$ cat config.mk
export PLATFORM = sky130hd
export DESIGN_NAME = pipelined_prefix_adder
export DESIGN_NICKNAME = d
export VERILOG_FILES = /design/src/rtl/pipelined_prefix_adder.sv
export SDC_FILE = /design/constraint.sdc
export NUM_CORES = 1
export LEC_CHECK = 0
export ABC_AREA = 1
export CORE_MARGIN = 3
export CORE_UTILIZATION = 40
export DETAILED_ROUTE_END_ITERATION = 8
export GPL_TIMING_DRIVEN = 0
export PLACE_DENSITY = 0.64
export SYNTH_ARGS = -nofsm -noshare
export SYNTH_HDL_FRONTEND = slang
export SYNTH_SLANG_ARGS = --single-unit
$ cat constraint.sdc
create_clock -name clk -period 2.5 [get_ports clk]
set_clock_uncertainty 0.2 [all_clocks]
set_input_delay 0.375 -clock clk [delete_from_list [all_inputs] [get_ports clk]]
set_output_delay 0.375 -clock clk [all_outputs]
set_load 0.02 [all_outputs]
$ cat src/rtl/pipelined_prefix_adder.sv
// Purpose: WIDTH-bit Kogge-Stone adder/subtractor with carry-in, cout and signed overflow, STAGES register stages.
// Latency: result valid after edge n+STAGES-1 for operands accepted at edge n; one op per cycle.
// Backpressure: global stall; in_ready = ~out_valid | out_ready, and every stage holds while it is low.
module pipelined_prefix_adder #(
    parameter int WIDTH  = 16,
    parameter int STAGES = 2
) (
    input  logic             clk,
    input  logic             rst_n,
    input  logic             in_valid,
    output logic             in_ready,
    input  logic [WIDTH-1:0] a,
    input  logic [WIDTH-1:0] b,
    input  logic             cin,
    input  logic             sub,
    output logic             out_valid,
    input  logic             out_ready,
    output logic [WIDTH-1:0] sum,
    output logic             cout,
    output logic             ovf
);

    // Prefix depth and vector length; position 0 of every prefix vector is the carry-in slot (bit -1).
    localparam int L = $clog2(WIDTH);
    localparam int N = WIDTH + 1;

    // A register boundary follows prefix level m when some stage k maps onto it.
    function automatic logic is_cut(input int m);
        logic hit;
        hit = 1'b0;
        for (int k = 1; k < STAGES; k++) begin
            if ((k * L) / STAGES == m) hit = 1'b1;
        end
        return hit;
    endfunction

    logic             adv;
    logic [WIDTH-1:0] bb;
    logic             c0;

    logic             out_valid_d, out_valid_q;
    logic [WIDTH-1:0] sum_d, sum_q;
    logic             cout_d, cout_q;
    logic             ovf_d, ovf_q;
    logic [N-1:0]     carry;

    assign adv      = ~out_valid_q | out_ready;
    assign in_ready = adv;

    // Subtraction is a + ~b + 1; the user carry-in is ignored in that mode.
    always_comb begin
        bb = sub ? ~b : b;
        c0 = sub ? 1'b1 : cin;
    end

    for (genvar m = 0; m <= L; m++) begin : g_stage
        logic [N-1:0]     g_c, p_c, g_o, p_o;
        logic [WIDTH-1:0] pb_c, pb_o;
        logic             v_c, v_o;

        if (m == 0) begin : g_gen
            // Level 0: bitwise generate/propagate with c0 injected as g[-1], p[-1]=0.
            assign g_c  = {a & bb, c0};
            assign p_c  = {a ^ bb, 1'b0};
            assign pb_c = a ^ bb;
            assign v_c  = in_valid;
        end else begin : g_comb
            localparam int D = 1 << (m - 1);
            // Kogge-Stone level: combine each position with the one D below it.
            always_comb begin
                g_c = g_stage[m-1].g_o;
                p_c = g_stage[m-1].p_o;
                for (int j = D; j < N; j++) begin
                    g_c[j] = g_stage[m-1].g_o[j] | (g_stage[m-1].p_o[j] & g_stage[m-1].g_o[j-D]);
                    p_c[j] = g_stage[m-1].p_o[j] & g_stage[m-1].p_o[j-D];
                end
            end
            assign pb_c = g_stage[m-1].pb_o;
            assign v_c  = g_stage[m-1].v_o;
        end

        if (is_cut(m)) begin : g_cut
            logic [N-1:0]     g_d, g_q, p_d, p_q;
            logic [WIDTH-1:0] pb_d, pb_q;
            logic             v_d, v_q;

            // Valid follows the global advance; data only loads behind a valid operand.
            always_comb begin
                v_d  = v_q;
                g_d  = g_q;
                p_d  = p_q;
                pb_d = pb_q;
                if (adv) begin
                    v_d = v_c;
                    if (v_c) begin
                        g_d  = g_c;
                        p_d  = p_c;
                        pb_d = pb_c;
                    end
                end
            end

            // Pipeline register after this prefix level.
            always_ff @(posedge clk or negedge rst_n) begin
                if (!rst_n) begin
                    v_q  <= 1'b0;
                    g_q  <= '0;
                    p_q  <= '0;
                    pb_q <= '0;
                end else begin
                    v_q  <= v_d;
                    g_q  <= g_d;
                    p_q  <= p_d;
                    pb_q <= pb_d;
                end
            end

            assign g_o  = g_q;
            assign p_o  = p_q;
            assign pb_o = pb_q;
            assign v_o  = v_q;
        end else begin : g_wire
            assign g_o  = g_c;
            assign p_o  = p_c;
            assign pb_o = pb_c;
            assign v_o  = v_c;
        end
    end

    // Carry into bit i sits at position i. When WIDTH is a power of two the top span stops at
    // position 1, so the c0 slot is folded in once more; elsewhere P already includes p[-1]=0.
    always_comb begin
        carry = g_stage[L].g_o | (g_stage[L].p_o & {N{g_stage[L].g_o[0]}});
    end

    // Output stage next-state: hold under stall, load results only behind a valid operand.
    always_comb begin
        out_valid_d = out_valid_q;
        sum_d       = sum_q;
        cout_d      = cout_q;
        ovf_d       = ovf_q;
        if (adv) begin
            out_valid_d = g_stage[L].v_o;
            if (g_stage[L].v_o) begin
                sum_d  = g_stage[L].pb_o ^ carry[WIDTH-1:0];
                cout_d = carry[WIDTH];
                ovf_d  = carry[WIDTH] ^ carry[WIDTH-1];
            end
        end
    end

    // Final register stage holding the visible result.
    always_ff @(posedge clk or negedge rst_n) begin
        if (!rst_n) begin
            out_valid_q <= 1'b0;
            sum_q       <= '0;
            cout_q      <= 1'b0;
            ovf_q       <= 1'b0;
        end else begin
            out_valid_q <= out_valid_d;
            sum_q       <= sum_d;
            cout_q      <= cout_d;
            ovf_q       <= ovf_d;
        end
    end

    assign out_valid = out_valid_q;
    assign sum       = sum_q;
    assign cout      = cout_q;
    assign ovf       = ovf_q;

endmodule

==> run_summary.xml, run 1 <==
<?xml version="1.0" encoding="UTF-8"?>
<metrics>
  <group name="global_routing">
    <metric name="first_global_vias" unit="">2909</metric>
    <metric name="globalRoute.totalOverflow" unit="">0</metric>
    <metric name="global_route_wire_length_before_repair" unit="um">14000</metric>
    <metric name="grt_antenna_before_repair" unit="">0</metric>
    <metric name="pin_count_of_the_biggest_net_entering_global_routing" unit="">67</metric>
    <metric name="grt_use_total" unit="%">17.6</metric>
  </group>
  <group name="pwr">
    <metric name="power_frac_comb" unit="%">36.7</metric>
    <metric name="switching_power_total" unit="mW">1.27</metric>
    <metric name="ir_drop_worst_vdd" unit="uV">312</metric>
    <metric name="clkPwrFrac" unit="%">21.7</metric>
    <metric name="static-leakage-power" unit="nW">2.19</metric>
    <metric name="internal_power" unit="mW">2.32</metric>
    <metric name="sw_frac_of_total" unit="%">35.3</metric>
    <metric name="fin_total_pwr" unit="mW">3.59</metric>
    <metric name="cellPowerDensity" unit="nW/um^2">804</metric>
    <metric name="share_seq_of_total_power" unit="%">41.6</metric>
  </group>
  <group name="floorplan">
    <metric name="fp.dieW" unit="um">101</metric>
    <metric name="start_util" unit="%">42.5</metric>
    <metric name="std_cell_rows" unit="">33</metric>
    <metric name="floorplan.die.height" unit="um">101</metric>
    <metric name="design.die.area" unit="um^2">10200</metric>
    <metric name="io-pin-count" unit="">58</metric>
    <metric name="core_region_area" unit="um^2">8460</metric>
  </group>
  <group name="placed_design">
    <metric name="placement.io_buffers" unit="">56</metric>
    <metric name="place_inst" unit="">581</metric>
    <metric name="post-place-ws" unit="ns">0.225</metric>
    <metric name="placedInstanceArea" unit="um^2">4290</metric>
    <metric name="finalWeightedCongestion" unit="">0.847</metric>
    <metric name="dpl.hpwl" unit="um">6520</metric>
  </group>
  <group name="setup_path">
    <metric name="crit_path_max_incr_delay" unit="ns">0.55</metric>
    <metric name="worstSetupStartpoint" unit="">out_ready</metric>
    <metric name="arrival_time_of_data_at_the_critical_path_endpoint" unit="ns">1.70</metric>
    <metric name="reg2reg_to" unit="">g_stage[2].g_cut.pb_q[11]</metric>
    <metric name="critical_path.cell_chain" unit="">clkdlybuf4s50_1, nor2_4, inv_1, clkdlybuf4s50_1</metric>
    <metric name="cp-start-kind" unit="">input pin</metric>
    <metric name="regToRegSetupSlack" unit="ns">1.02</metric>
    <metric name="cell_with_the_biggest_individual_delay_on_the_critical_path" unit="">sky130_fd_sc_hd__clkdlybuf4s50_1</metric>
    <metric name="worst_setup_path_end_kind" unit="">output pin</metric>
    <metric name="critical_path.max_fanout" unit="">3</metric>
    <metric name="path_common_cell" unit="">sky130_fd_sc_hd__clkdlybuf4s50_1</metric>
    <metric name="worst_setup_path_class" unit="">in -&gt; out</metric>
    <metric name="worst_ep_required_time" unit="ns">1.92</metric>
    <metric name="worstRegToRegCells" unit="">5</metric>
    <metric name="endpoint" unit="">in_ready</metric>
    <metric name="rr_startpoint" unit="">out_valid</metric>
  </group>
  <group name="final_layout">
    <metric name="nets" unit="">547</metric>
    <metric name="antennaDiodeCount" unit="">0</metric>
    <metric name="synthToLayoutAreaGrowth" unit="%">24.2</metric>
    <metric name="layout.cell_area.non_filler" unit="um^2">4470</metric>
    <metric name="combined_area_of_the_multi_input_logic_cells" unit="um^2">1680</metric>
    <metric name="layout.core_utilization" unit="%">52.8</metric>
    <metric name="ff_latch_area" unit="um^2">1650</metric>
    <metric name="filler_cell_count" unit="">811</metric>
    <metric name="final_cell_count_no_fill" unit="">597</metric>
    <metric name="post_route_cells_drive_above_1_share" unit="%">8.33</metric>
  </group>
  <group name="sta">
    <metric name="highest_clock_rate" unit="MHz">440</metric>
    <metric name="final-hold-violation-count" unit="">0</metric>
    <metric name="max_slew_margin" unit="%">46.1</metric>
    <metric name="worstMarginPinSlew" unit="ns">0.809</metric>
    <metric name="final_critical_path_setup_slack" unit="ns">0.227</metric>
    <metric name="fin_setup_tns" unit="ns">0</metric>
    <metric name="post-route-period-util" unit="%">90.9</metric>
    <metric name="final_max_slew_viol_count" unit="">0</metric>
    <metric name="rsz0062_at_grt" unit="">false</metric>
    <metric name="setup_violations" unit="">0</metric>
    <metric name="post-route-min-period" unit="ns">2.27</metric>
    <metric name="hold_slack" unit="ns">0.250</metric>
  </group>
  <group name="clock_tree">
    <metric name="cts_buffers" unit="">9</metric>
    <metric name="cts_repair_resize_count" unit="">0</metric>
    <metric name="cts-root-to-sink-buffers" unit="">2</metric>
    <metric name="htree_num_levels" unit="">3</metric>
    <metric name="clock_insertion_delay_worst_skew" unit="ns">0.34</metric>
    <metric name="numClockSinks" unit="">66</metric>
    <metric name="cts_tree" unit="">yes</metric>
    <metric name="cts_root_buffer" unit="">sky130_fd_sc_hd__clkbuf_8</metric>
    <metric name="reg_clk_slew_reported_paths" unit="ns">0.06</metric>
  </group>
  <group name="job">
    <metric name="timing.max_cap.violations" unit="">0</metric>
  </group>
  <group name="synthesis">
    <metric name="netlist_area_pre_place" unit="um^2">3600</metric>
    <metric name="yosys_top_cell_by_area" unit="">sky130_fd_sc_hd__dfrtp_1</metric>
    <metric name="netlist_top_cells_area" unit="">sky130_fd_sc_hd__dfrtp_1 46%, sky130_fd_sc_hd__nand2_1 13%, sky130_fd_sc_hd__ha_1 7.3%</metric>
    <metric name="postSynthRegisterBits" unit="">66</metric>
    <metric name="yosys.cell_types.count" unit="">28</metric>
    <metric name="mappedNetlistNets" unit="">479</metric>
    <metric name="synth_top_area_share" unit="%">45.9</metric>
    <metric name="post_synth_inst_count" unit="">420</metric>
    <metric name="synth.yosys.warnings" unit="">0</metric>
    <metric name="yosysSeqAreaShare" unit="%">45.9</metric>
    <metric name="syn-mean-instance-area" unit="um^2">8.56</metric>
  </group>
  <group name="detailed_routing">
    <metric name="ant_nets" unit="">0</metric>
    <metric name="routed_wl" unit="um">8220</metric>
    <metric name="route.detailed.wl_per_inst" unit="um">13.8</metric>
    <metric name="first_iter_violations" unit="">168</metric>
    <metric name="dr.pass1.iters" unit="">4</metric>
    <metric name="via_per_inst" unit="">4.92</metric>
    <metric name="drt_drc_violations_left" unit="">0</metric>
    <metric name="detailroute.via_count" unit="">2937</metric>
  </group>
  <group name="run_status">
    <metric name="outcome" unit="">finished, final reports clean</metric>
  </group>
  <group name="worst_hold_path">
    <metric name="hold_path.class" unit="">in -&gt; reg</metric>
  </group>
</metrics>
sequential cells by signal, indices dropped and copies added (netlist names):
signal	flops
cout	1
g_stage.g_cut.g_q	17
g_stage.g_cut.p_q	13
g_stage.g_cut.pb_q	16
g_stage.g_cut.v_q	1
out_valid	1
ovf	1
sum	16
routing by layer:
layer,track usage (%),wire length [um]
met5,0,0
met4,6.84,125
met3,2.21,483
met2,26.1,3600
met1,26.0,4010
worst min path at each step:
stage	slack (ns)	cells past startpoint	to	from
final	0.25	3	g_stage[2].g_cut.g_q[0]	sub
after global routing	0.27	3	g_stage[2].g_cut.g_q[0]	sub
after CTS	0.24	3	g_stage[2].g_cut.g_q[0]	sub
after detailed placement	0.27	2	ovf	ovf
after global placement	0.27	2	sum[15]	sum[15]
after floorplan	-0.12	0	cout	rst_n
power groups by stage:
| stage | logic, mW | registers, mW | clock network, mW |
|---|---|---|---|
| after detailed placement | 1.32 | 1.51 | 0 |
| after global placement | 1.30 | 1.50 | 0 |
| final | 1.32 | 1.49 | 0.780 |
| after CTS | 1.33 | 1.49 | 0.793 |
| after floorplan | 0.636 | 1.64 | 0 |
| after global routing | 1.46 | 1.52 | 0.842 |
synthesized netlist by cell type (all sizes together):
cell type  instances
nand2            120
ha                21
a21o               5
o21ai             44
nand4              2
a22oi              3
buf               13
xnor2              6
a21oi             15
o21bai             3
dfrtp             66
inv               44
or2                1
o211ai             1
nand3             29
nor2              17
a31oi              6
xor2              18
clkbuf             1
o31ai              5
cell usage in the layout, fill, tap and decap left out:
cell	synthesis	layout
sky130_fd_sc_hd__xor2_1	18	18
sky130_fd_sc_hd__xnor2_1	6	6
sky130_fd_sc_hd__clkbuf_1	1	2
sky130_fd_sc_hd__nand2_1	120	120
sky130_fd_sc_hd__inv_4	1	1
sky130_fd_sc_hd__inv_2	2	2
sky130_fd_sc_hd__a21o_1	5	5
sky130_fd_sc_hd__nor2_4	2	2
sky130_fd_sc_hd__buf_4	7	8
sky130_fd_sc_hd__a31oi_1	6	6
sky130_fd_sc_hd__a21oi_1	15	15
sky130_fd_sc_hd__or2_1	1	1
sky130_fd_sc_hd__buf_2	4	4
sky130_fd_sc_hd__nand4_1	2	2
sky130_fd_sc_hd__clkinv_2	0	3
sky130_fd_sc_hd__a22oi_2	2	2
sky130_fd_sc_hd__o21ai_1	17	17
sky130_fd_sc_hd__nor2_8	1	1
sky130_fd_sc_hd__inv_1	41	41
sky130_fd_sc_hd__o21bai_1	3	3
sky130_fd_sc_hd__clkbuf_8	0	11
sky130_fd_sc_hd__a22oi_1	1	1
sky130_fd_sc_hd__o31ai_2	5	5
sky130_fd_sc_hd__dlygate4sd3_1	0	1
sky130_fd_sc_hd__nor2_1	14	14
sky130_fd_sc_hd__clkdlybuf4s50_1	0	55
sky130_fd_sc_hd__dfrtp_1	66	66
sky130_fd_sc_hd__o211ai_1	1	1
sky130_fd_sc_hd__nand3_1	29	29
sky130_fd_sc_hd__ha_1	21	21
sky130_fd_sc_hd__buf_6	2	2
sky130_fd_sc_hd__o21ai_0	27	27
kinds of logic after synthesis:
group	Yosys count	share of synthesized area [%]
and+or+nand+nor	169	19.7
AOI/OAI and AO/OA	82	13.8
DFF	66	45.9
buffers and inverters	58	7.41
xor gates and xnor gates	24	5.85
adders and majority gates	21	7.31
cell type report:
type,instances,area share (%)
clock inverters,3,0.336
repair buffers,57,12.7
plain buffers,14,2.21
flip-flops and latches,66,37.0
multi-input cells,296,37.6
inverters,44,3.75
well taps,105,2.94
clock buffers,12,3.47
critical path, delay by kind of cell:
kind	cells	cell delay, ns
buffers and inverters	3	1.09
and+or+nand+nor	1	0.23
repair_timing:
action,in CTS,in global routing
hold buffers,1,0
buffers inserted,0,0
hold endpoints to repair,66,0
setup endpoints to repair,0,0
Power figures use the tool's default switching activity.
==> inputs of run 2 (changes only) <==
- CTS_CLUSTER_DIAMETER: unset -> 150
- SKIP_CTS_REPAIR_TIMING: unset -> 1
==> run 2 against run 1 <==
First-iteration DRC count is 2.4% higher. Wire length is 0.29% higher. Hold slack better by 0.011 ns. Via count is 0.20% lower. Combinational power hardly changed. Total power hardly changed. Critical endpoint unchanged. Largest cell class unchanged.
==> run_summary.xml, run 2 (synthesis gave the netlist of run 1 again) <==
<?xml version="1.0" encoding="UTF-8"?>
<metrics>
  <group name="final_layout">
    <metric name="post_route_cells_drive_above_1_share" unit="%">8.33</metric>
    <metric name="regMostFlops" unit="">g_stage.g_cut.g_q</metric>
    <metric name="synthToLayoutAreaGrowth" unit="%">24.2</metric>
    <metric name="largest_reg_flops" unit="">17</metric>
    <metric name="layout_commonest_cell" unit="">sky130_fd_sc_hd__nand2_1</metric>
    <metric name="antennaDiodeCount" unit="">0</metric>
    <metric name="most-common-layout-cells" unit="">120 x sky130_fd_sc_hd__nand2_1, 66 x sky130_fd_sc_hd__dfrtp_1, 55 x sky130_fd_sc_hd__clkdlybuf4s50_1</metric>
    <metric name="nets" unit="">547</metric>
  </group>
  <group name="pwr">
    <metric name="static-leakage-power" unit="nW">2.19</metric>
    <metric name="ir_drop_worst_vdd" unit="uV">312</metric>
    <metric name="cellPowerDensity" unit="nW/um^2">803</metric>
    <metric name="fin_total_pwr" unit="mW">3.59</metric>
  </group>
  <group name="run_status">
    <metric name="outcome" unit="">finished, final reports clean</metric>
  </group>
  <group name="floorplan">
    <metric name="design.die.area" unit="um^2">10200</metric>
    <metric name="floorplan.die.height" unit="um">101</metric>
    <metric name="start_util" unit="%">42.5</metric>
    <metric name="io-pin-count" unit="">58</metric>
    <metric name="core_region_area" unit="um^2">8460</metric>
    <metric name="std_cell_rows" unit="">33</metric>
    <metric name="fp.dieW" unit="um">101</metric>
  </group>
  <group name="sta">
    <metric name="final-hold-violation-count" unit="">0</metric>
    <metric name="setup_violations" unit="">0</metric>
    <metric name="post-route-min-period" unit="ns">2.27</metric>
    <metric name="max_slew_margin" unit="%">46.5</metric>
    <metric name="post-route-period-util" unit="%">90.9</metric>
    <metric name="worstMarginPinSlew" unit="ns">0.803</metric>
    <metric name="rsz0062_at_grt" unit="">false</metric>
    <metric name="highest_clock_rate" unit="MHz">440</metric>
    <metric name="final_max_slew_viol_count" unit="">0</metric>
    <metric name="hold_slack" unit="ns">0.261</metric>
  </group>
  <group name="setup_path">
    <metric name="cp-start-kind" unit="">input pin</metric>
    <metric name="path_common_cell" unit="">sky130_fd_sc_hd__clkdlybuf4s50_1</metric>
    <metric name="worstSetupStartpoint" unit="">out_ready</metric>
    <metric name="crit_path_max_incr_delay" unit="ns">0.55</metric>
    <metric name="worst_ep_required_time" unit="ns">1.92</metric>
    <metric name="rr_startpoint" unit="">out_valid</metric>
    <metric name="worst_setup_path_end_kind" unit="">output pin</metric>
    <metric name="worstPathBufferInverterCount" unit="">3</metric>
    <metric name="critical_path.max_fanout" unit="">3</metric>
    <metric name="critical-path-top-delay-family" unit="">buffers and inverters</metric>
    <metric name="critical_path.cell_chain" unit="">clkdlybuf4s50_1, nor2_4, inv_1, clkdlybuf4s50_1</metric>
    <metric name="worst_setup_path_class" unit="">in -&gt; out</metric>
    <metric name="cell_with_the_biggest_individual_delay_on_the_critical_path" unit="">sky130_fd_sc_hd__clkdlybuf4s50_1</metric>
    <metric name="arrival_time_of_data_at_the_critical_path_endpoint" unit="ns">1.70</metric>
    <metric name="regToRegSetupSlack" unit="ns">1.01</metric>
  </group>
  <group name="global_routing">
    <metric name="grt_use_total" unit="%">17.5</metric>
    <metric name="grt_antenna_before_repair" unit="">0</metric>
    <metric name="pin_count_of_the_biggest_net_entering_global_routing" unit="">67</metric>
    <metric name="first_global_vias" unit="">2907</metric>
    <metric name="global_route_wire_length_before_repair" unit="um">14000</metric>
    <metric name="globalRoute.totalOverflow" unit="">0</metric>
  </group>
  <group name="detailed_routing">
    <metric name="routed_wl" unit="um">8240</metric>
    <metric name="first_iter_violations" unit="">172</metric>
    <metric name="route.detailed.wl_per_inst" unit="um">13.8</metric>
    <metric name="ant_nets" unit="">0</metric>
    <metric name="dr.pass1.iters" unit="">5</metric>
    <metric name="detailroute.via_count" unit="">2931</metric>
    <metric name="drt_drc_violations_left" unit="">0</metric>
    <metric name="via_per_inst" unit="">4.91</metric>
  </group>
  <group name="placed_design">
    <metric name="placement.io_buffers" unit="">56</metric>
    <metric name="finalWeightedCongestion" unit="">0.847</metric>
    <metric name="dpl.hpwl" unit="um">6520</metric>
  </group>
  <group name="clock_tree">
    <metric name="cts_root_buffer" unit="">sky130_fd_sc_hd__clkbuf_8</metric>
    <metric name="reg_clk_slew_reported_paths" unit="ns">0.06</metric>
    <metric name="clock_insertion_delay_worst_skew" unit="ns">0.33</metric>
    <metric name="cts-root-to-sink-buffers" unit="">2</metric>
    <metric name="cts_tree" unit="">yes</metric>
    <metric name="numClockSinks" unit="">66</metric>
    <metric name="htree_num_levels" unit="">3</metric>
    <metric name="cts_buffers" unit="">9</metric>
  </group>
  <group name="worst_hold_path">
    <metric name="timing.hold.worst.start" unit="">sub</metric>
    <metric name="hold_path.class" unit="">in -&gt; reg</metric>
  </group>
  <group name="job">
    <metric name="timing.max_cap.violations" unit="">0</metric>
  </group>
</metrics>
-- run 2: worst min-delay path, stage by stage --
cell	delay (ns)
sky130_fd_sc_hd__buf_4	0.14
sky130_fd_sc_hd__nor2_1	0.10
sky130_fd_sc_hd__o21ai_1	0.13
-- run 2: worst paths after layout --
| check | endpoint | depth (start not counted) |
|---|---|---|
| setup / recovery | in_ready | 4 |
| hold / removal | g_stage[2].g_cut.g_q[0] | 3 |
| setup reg to reg | g_stage[2].g_cut.pb_q[11] | 5 |
| hold reg to reg | sum[14] | 2 |
| max in group asynchronous | sum[5] | 2 |
| min in group asynchronous | g_stage[2].g_cut.pb_q[3] | 2 |
-- run 2: report_power, final --
group          switching, mW  total [mW]  internal, mW
Clock                  0.372       0.776         0.404
Combinational          0.735        1.32         0.584
Sequential             0.158        1.49          1.33
-- run 2: final cells by class --
| class | count | area [um^2] |
|---|---|---|
| Multi-Input combinational cell | 296 | 1680 |
| Inverter | 44 | 168 |
| Timing Repair Buffer | 57 | 568 |
| Clock inverter | 3 | 15.0 |
| Sequential cell | 66 | 1650 |
| Tap cell | 105 | 131 |
| Buffer | 14 | 98.8 |
| Clock buffer | 12 | 155 |
| Fill cell | 811 | 4000 |
-- run 2: stage by stage --
| stage | area, um^2 | TNS (ns) | worst slack [ns] | util, % | std cells |
|---|---|---|---|---|---|
| floorplan | 3600 | 0 | 0.604 | - | 420 |
| global placement | 4290 | -84.45 | -1.28 | 50.7 | 581 |
| detailed placement | 4290 | 0 | 0.225 | 50.6 | 581 |
| CTS | 4460 | 0 | 0.215 | 52.6 | 596 |
| global route | 4470 | 0 | 0.193 | 52.8 | 597 |
| finish | 4470 | 0 | 0.227 | 52.8 | 597 |
-- run 2: per-layer routing --
layer | track usage (%) | wire, um
met1 | 26.0 | 4040
met2 | 26.1 | 3700
met3 | 2.21 | 416
met4 | 6.84 | 85
met5 | 0 | 0
==> inputs of run 3 (changes only) <==
- CAP_MARGIN: unset -> 20
- CORE_UTILIZATION: 40 -> 58
- PLACE_DENSITY: 0.64 -> 0.87
==> run 3 against run 2 <==
Cell area decreased by 0.70%. Total power about the same. Die area decreased by 29%. Fmax decreased by 0.15%. Register-to-register slack about the same. Global-route usage increased by 6.5 points. Final cell count decreased by 5.2%. Worst setup slack got worse by 0.0033 ns. Utilization increased by 22 points. Highest routed layer unchanged.
==> run_summary.xml, run 3 (synthesis gave the netlist of run 1 again) <==
<?xml version="1.0" encoding="UTF-8"?>
<metrics>
  <group name="run_status">
    <metric name="outcome" unit="">finished, final reports clean</metric>
  </group>
  <group name="sta">
    <metric name="fin_setup_tns" unit="ns">0</metric>
    <metric name="final_max_slew_viol_count" unit="">0</metric>
    <metric name="final_critical_path_setup_slack" unit="ns">0.224</metric>
    <metric name="post-route-min-period" unit="ns">2.28</metric>
    <metric name="worstMarginPinSlew" unit="ns">0.699</metric>
    <metric name="highest_clock_rate" unit="MHz">439</metric>
    <metric name="rsz0062_at_grt" unit="">false</metric>
    <metric name="final-hold-violation-count" unit="">0</metric>
    <metric name="post-route-period-util" unit="%">91.0</metric>
    <metric name="hold_slack" unit="ns">0.223</metric>
    <metric name="max_slew_margin" unit="%">53.4</metric>
    <metric name="setup_violations" unit="">0</metric>
  </group>
  <group name="placed_design">
    <metric name="placement.io_buffers" unit="">56</metric>
    <metric name="finalWeightedCongestion" unit="">0.869</metric>
    <metric name="dpl.hpwl" unit="um">6430</metric>
    <metric name="post-place-ws" unit="ns">0.217</metric>
  </group>
  <group name="job">
    <metric name="timing.max_cap.violations" unit="">0</metric>
  </group>
  <group name="final_layout">
    <metric name="layout_commonest_cell" unit="">sky130_fd_sc_hd__nand2_1</metric>
    <metric name="synthToLayoutAreaGrowth" unit="%">23.3</metric>
    <metric name="largest_reg_flops" unit="">17</metric>
    <metric name="post_route_cells_drive_above_1_share" unit="%">7.94</metric>
    <metric name="layout.core_utilization" unit="%">74.5</metric>
    <metric name="filler_cell_count" unit="">467</metric>
    <metric name="nets" unit="">548</metric>
    <metric name="antennaDiodeCount" unit="">0</metric>
    <metric name="regMostFlops" unit="">g_stage.g_cut.g_q</metric>
    <metric name="most-common-layout-cells" unit="">120 x sky130_fd_sc_hd__nand2_1, 66 x sky130_fd_sc_hd__dfrtp_1, 55 x sky130_fd_sc_hd__clkdlybuf4s50_1</metric>
  </group>
  <group name="setup_path">
    <metric name="critical_path.cell_chain" unit="">clkdlybuf4s50_1, nor2_4, inv_1, clkdlybuf4s50_1</metric>
    <metric name="cell_with_the_biggest_individual_delay_on_the_critical_path" unit="">sky130_fd_sc_hd__clkdlybuf4s50_1</metric>
    <metric name="rr_startpoint" unit="">out_valid</metric>
    <metric name="crit_path_max_incr_delay" unit="ns">0.55</metric>
    <metric name="path_common_cell" unit="">sky130_fd_sc_hd__clkdlybuf4s50_1</metric>
    <metric name="worstSetupStartpoint" unit="">out_ready</metric>
    <metric name="critical-path-top-delay-family" unit="">buffers and inverters</metric>
    <metric name="cp-start-kind" unit="">input pin</metric>
    <metric name="worst_ep_required_time" unit="ns">1.92</metric>
    <metric name="critical_path.max_fanout" unit="">3</metric>
    <metric name="worstPathBufferInverterCount" unit="">3</metric>
    <metric name="worst_setup_path_end_kind" unit="">output pin</metric>
    <metric name="worst_setup_path_class" unit="">in -&gt; out</metric>
    <metric name="arrival_time_of_data_at_the_critical_path_endpoint" unit="ns">1.70</metric>
  </group>
  <group name="global_routing">
    <metric name="gr-max-usage-layer" unit="">met2</metric>
    <metric name="grt_antenna_before_repair" unit="">0</metric>
    <metric name="grt_use_total" unit="%">24.1</metric>
    <metric name="global_route_wire_length_before_repair" unit="um">13600</metric>
    <metric name="global_route.usage.met1" unit="%">32.3</metric>
    <metric name="use_met2" unit="%">39.2</metric>
    <metric name="first_global_vias" unit="">2921</metric>
    <metric name="pin_count_of_the_biggest_net_entering_global_routing" unit="">37</metric>
    <metric name="globalRoute.totalOverflow" unit="">0</metric>
    <metric name="grt_use_met3" unit="%">3.53</metric>
  </group>
  <group name="worst_hold_path">
    <metric name="hold_path.class" unit="">in -&gt; reg</metric>
    <metric name="timing.hold.worst.start" unit="">sub</metric>
  </group>
  <group name="detailed_routing">
    <metric name="route.detailed.wl_per_inst" unit="um">14.4</metric>
    <metric name="drt_drc_violations_left" unit="">0</metric>
    <metric name="detailroute.via_count" unit="">3113</metric>
    <metric name="via_per_inst" unit="">5.50</metric>
    <metric name="first_iter_violations" unit="">199</metric>
    <metric name="ant_nets" unit="">0</metric>
    <metric name="dr.pass1.iters" unit="">5</metric>
    <metric name="routed_wl" unit="um">8160</metric>
  </group>
  <group name="floorplan">
    <metric name="floorplan.die.height" unit="um">84.7</metric>
    <metric name="std_cell_rows" unit="">28</metric>
    <metric name="start_util" unit="%">60.4</metric>
    <metric name="fp.dieW" unit="um">84.7</metric>
    <metric name="io-pin-count" unit="">58</metric>
    <metric name="design.die.area" unit="um^2">7180</metric>
    <metric name="core_region_area" unit="um^2">5960</metric>
  </group>
  <group name="pwr">
    <metric name="ir_drop_worst_vdd" unit="uV">516</metric>
    <metric name="static-leakage-power" unit="nW">2.19</metric>
    <metric name="cellPowerDensity" unit="nW/um^2">809</metric>
  </group>
  <group name="clock_tree">
    <metric name="clock_insertion_delay_worst_skew" unit="ns">0.35</metric>
    <metric name="cts_tree" unit="">yes</metric>
    <metric name="htree_num_levels" unit="">3</metric>
    <metric name="numClockSinks" unit="">66</metric>
    <metric name="cts_root_buffer" unit="">sky130_fd_sc_hd__clkbuf_8</metric>
    <metric name="cts_buffers" unit="">9</metric>
    <metric name="cts-root-to-sink-buffers" unit="">2</metric>
    <metric name="reg_clk_slew_reported_paths" unit="ns">0.06</metric>
  </group>
</metrics>
==> run 3: changes by cell type in the layout (fill, tap and decap cells not counted), sizes merged <==
cell	previous run	this run
clkbuf	13	14
clkinv	3	0
buf	14	15
==> run 3: path summary, 6_finish.rpt <==
| path | cells after the start | slack, ns | end |
|---|---|---|---|
| setup / recovery | 4 | 0.22 | in_ready |
| hold reg to reg | 2 | 0.28 | ovf |
| setup reg to reg | 5 | 1.00 | g_stage[2].g_cut.pb_q[11] |
| min in group asynchronous | 2 | 0.42 | sum[15] |
| hold / removal | 3 | 0.22 | g_stage[2].g_cut.g_q[0] |
| max in group asynchronous | 3 | 1.07 | g_stage[2].g_cut.p_q[5] |
==> run 3: layout make-up <==
type                    count  area (um^2)  area share [%]
multi-input cells         296         1680            37.8
flip-flops and latches     66         1650            37.2
repair buffers             58          586            13.2
inverters                  44          168            3.78
clock buffers              13          159            3.58
plain buffers              14         98.8            2.23
well taps                  75         93.8            2.12
==> run 3: stage by stage <==
step	total power [mW]	instances	cell area [um^2]
after floorplan	2.28	420	3600
after global placement	2.78	551	4250
after detailed placement	2.84	552	4270
after CTS	3.60	565	4420
after global routing	3.80	566	4430
final	3.59	566	4430
==> run 3: worst reg2reg max path: cells and delay by family, from the launching register on <==
family / cells / cell delay (ns)
and+or+nand+nor: 2 / 0.23
DFF: 1 / 0.37
AOI/OAI and AO/OA: 1 / 0.16
buffers and inverters: 2 / 0.41
==> run 3: per-layer routing <==
layer	vias up	wire [um]	share of wire [%]
met2	142	3980	49
met5	-	0	0
met4	0	152	1.9
li1	1499	-	-
met3	15	652	8.0
met1	1457	3370	41
==> run 3: report_power, final <==
group | total, mW | switching [mW] | internal, mW
logic | 1.33 | 0.742 | 0.586
clock network | 0.761 | 0.362 | 0.398
registers | 1.50 | 0.164 | 1.34
total | 3.59 | 1.27 | 2.32
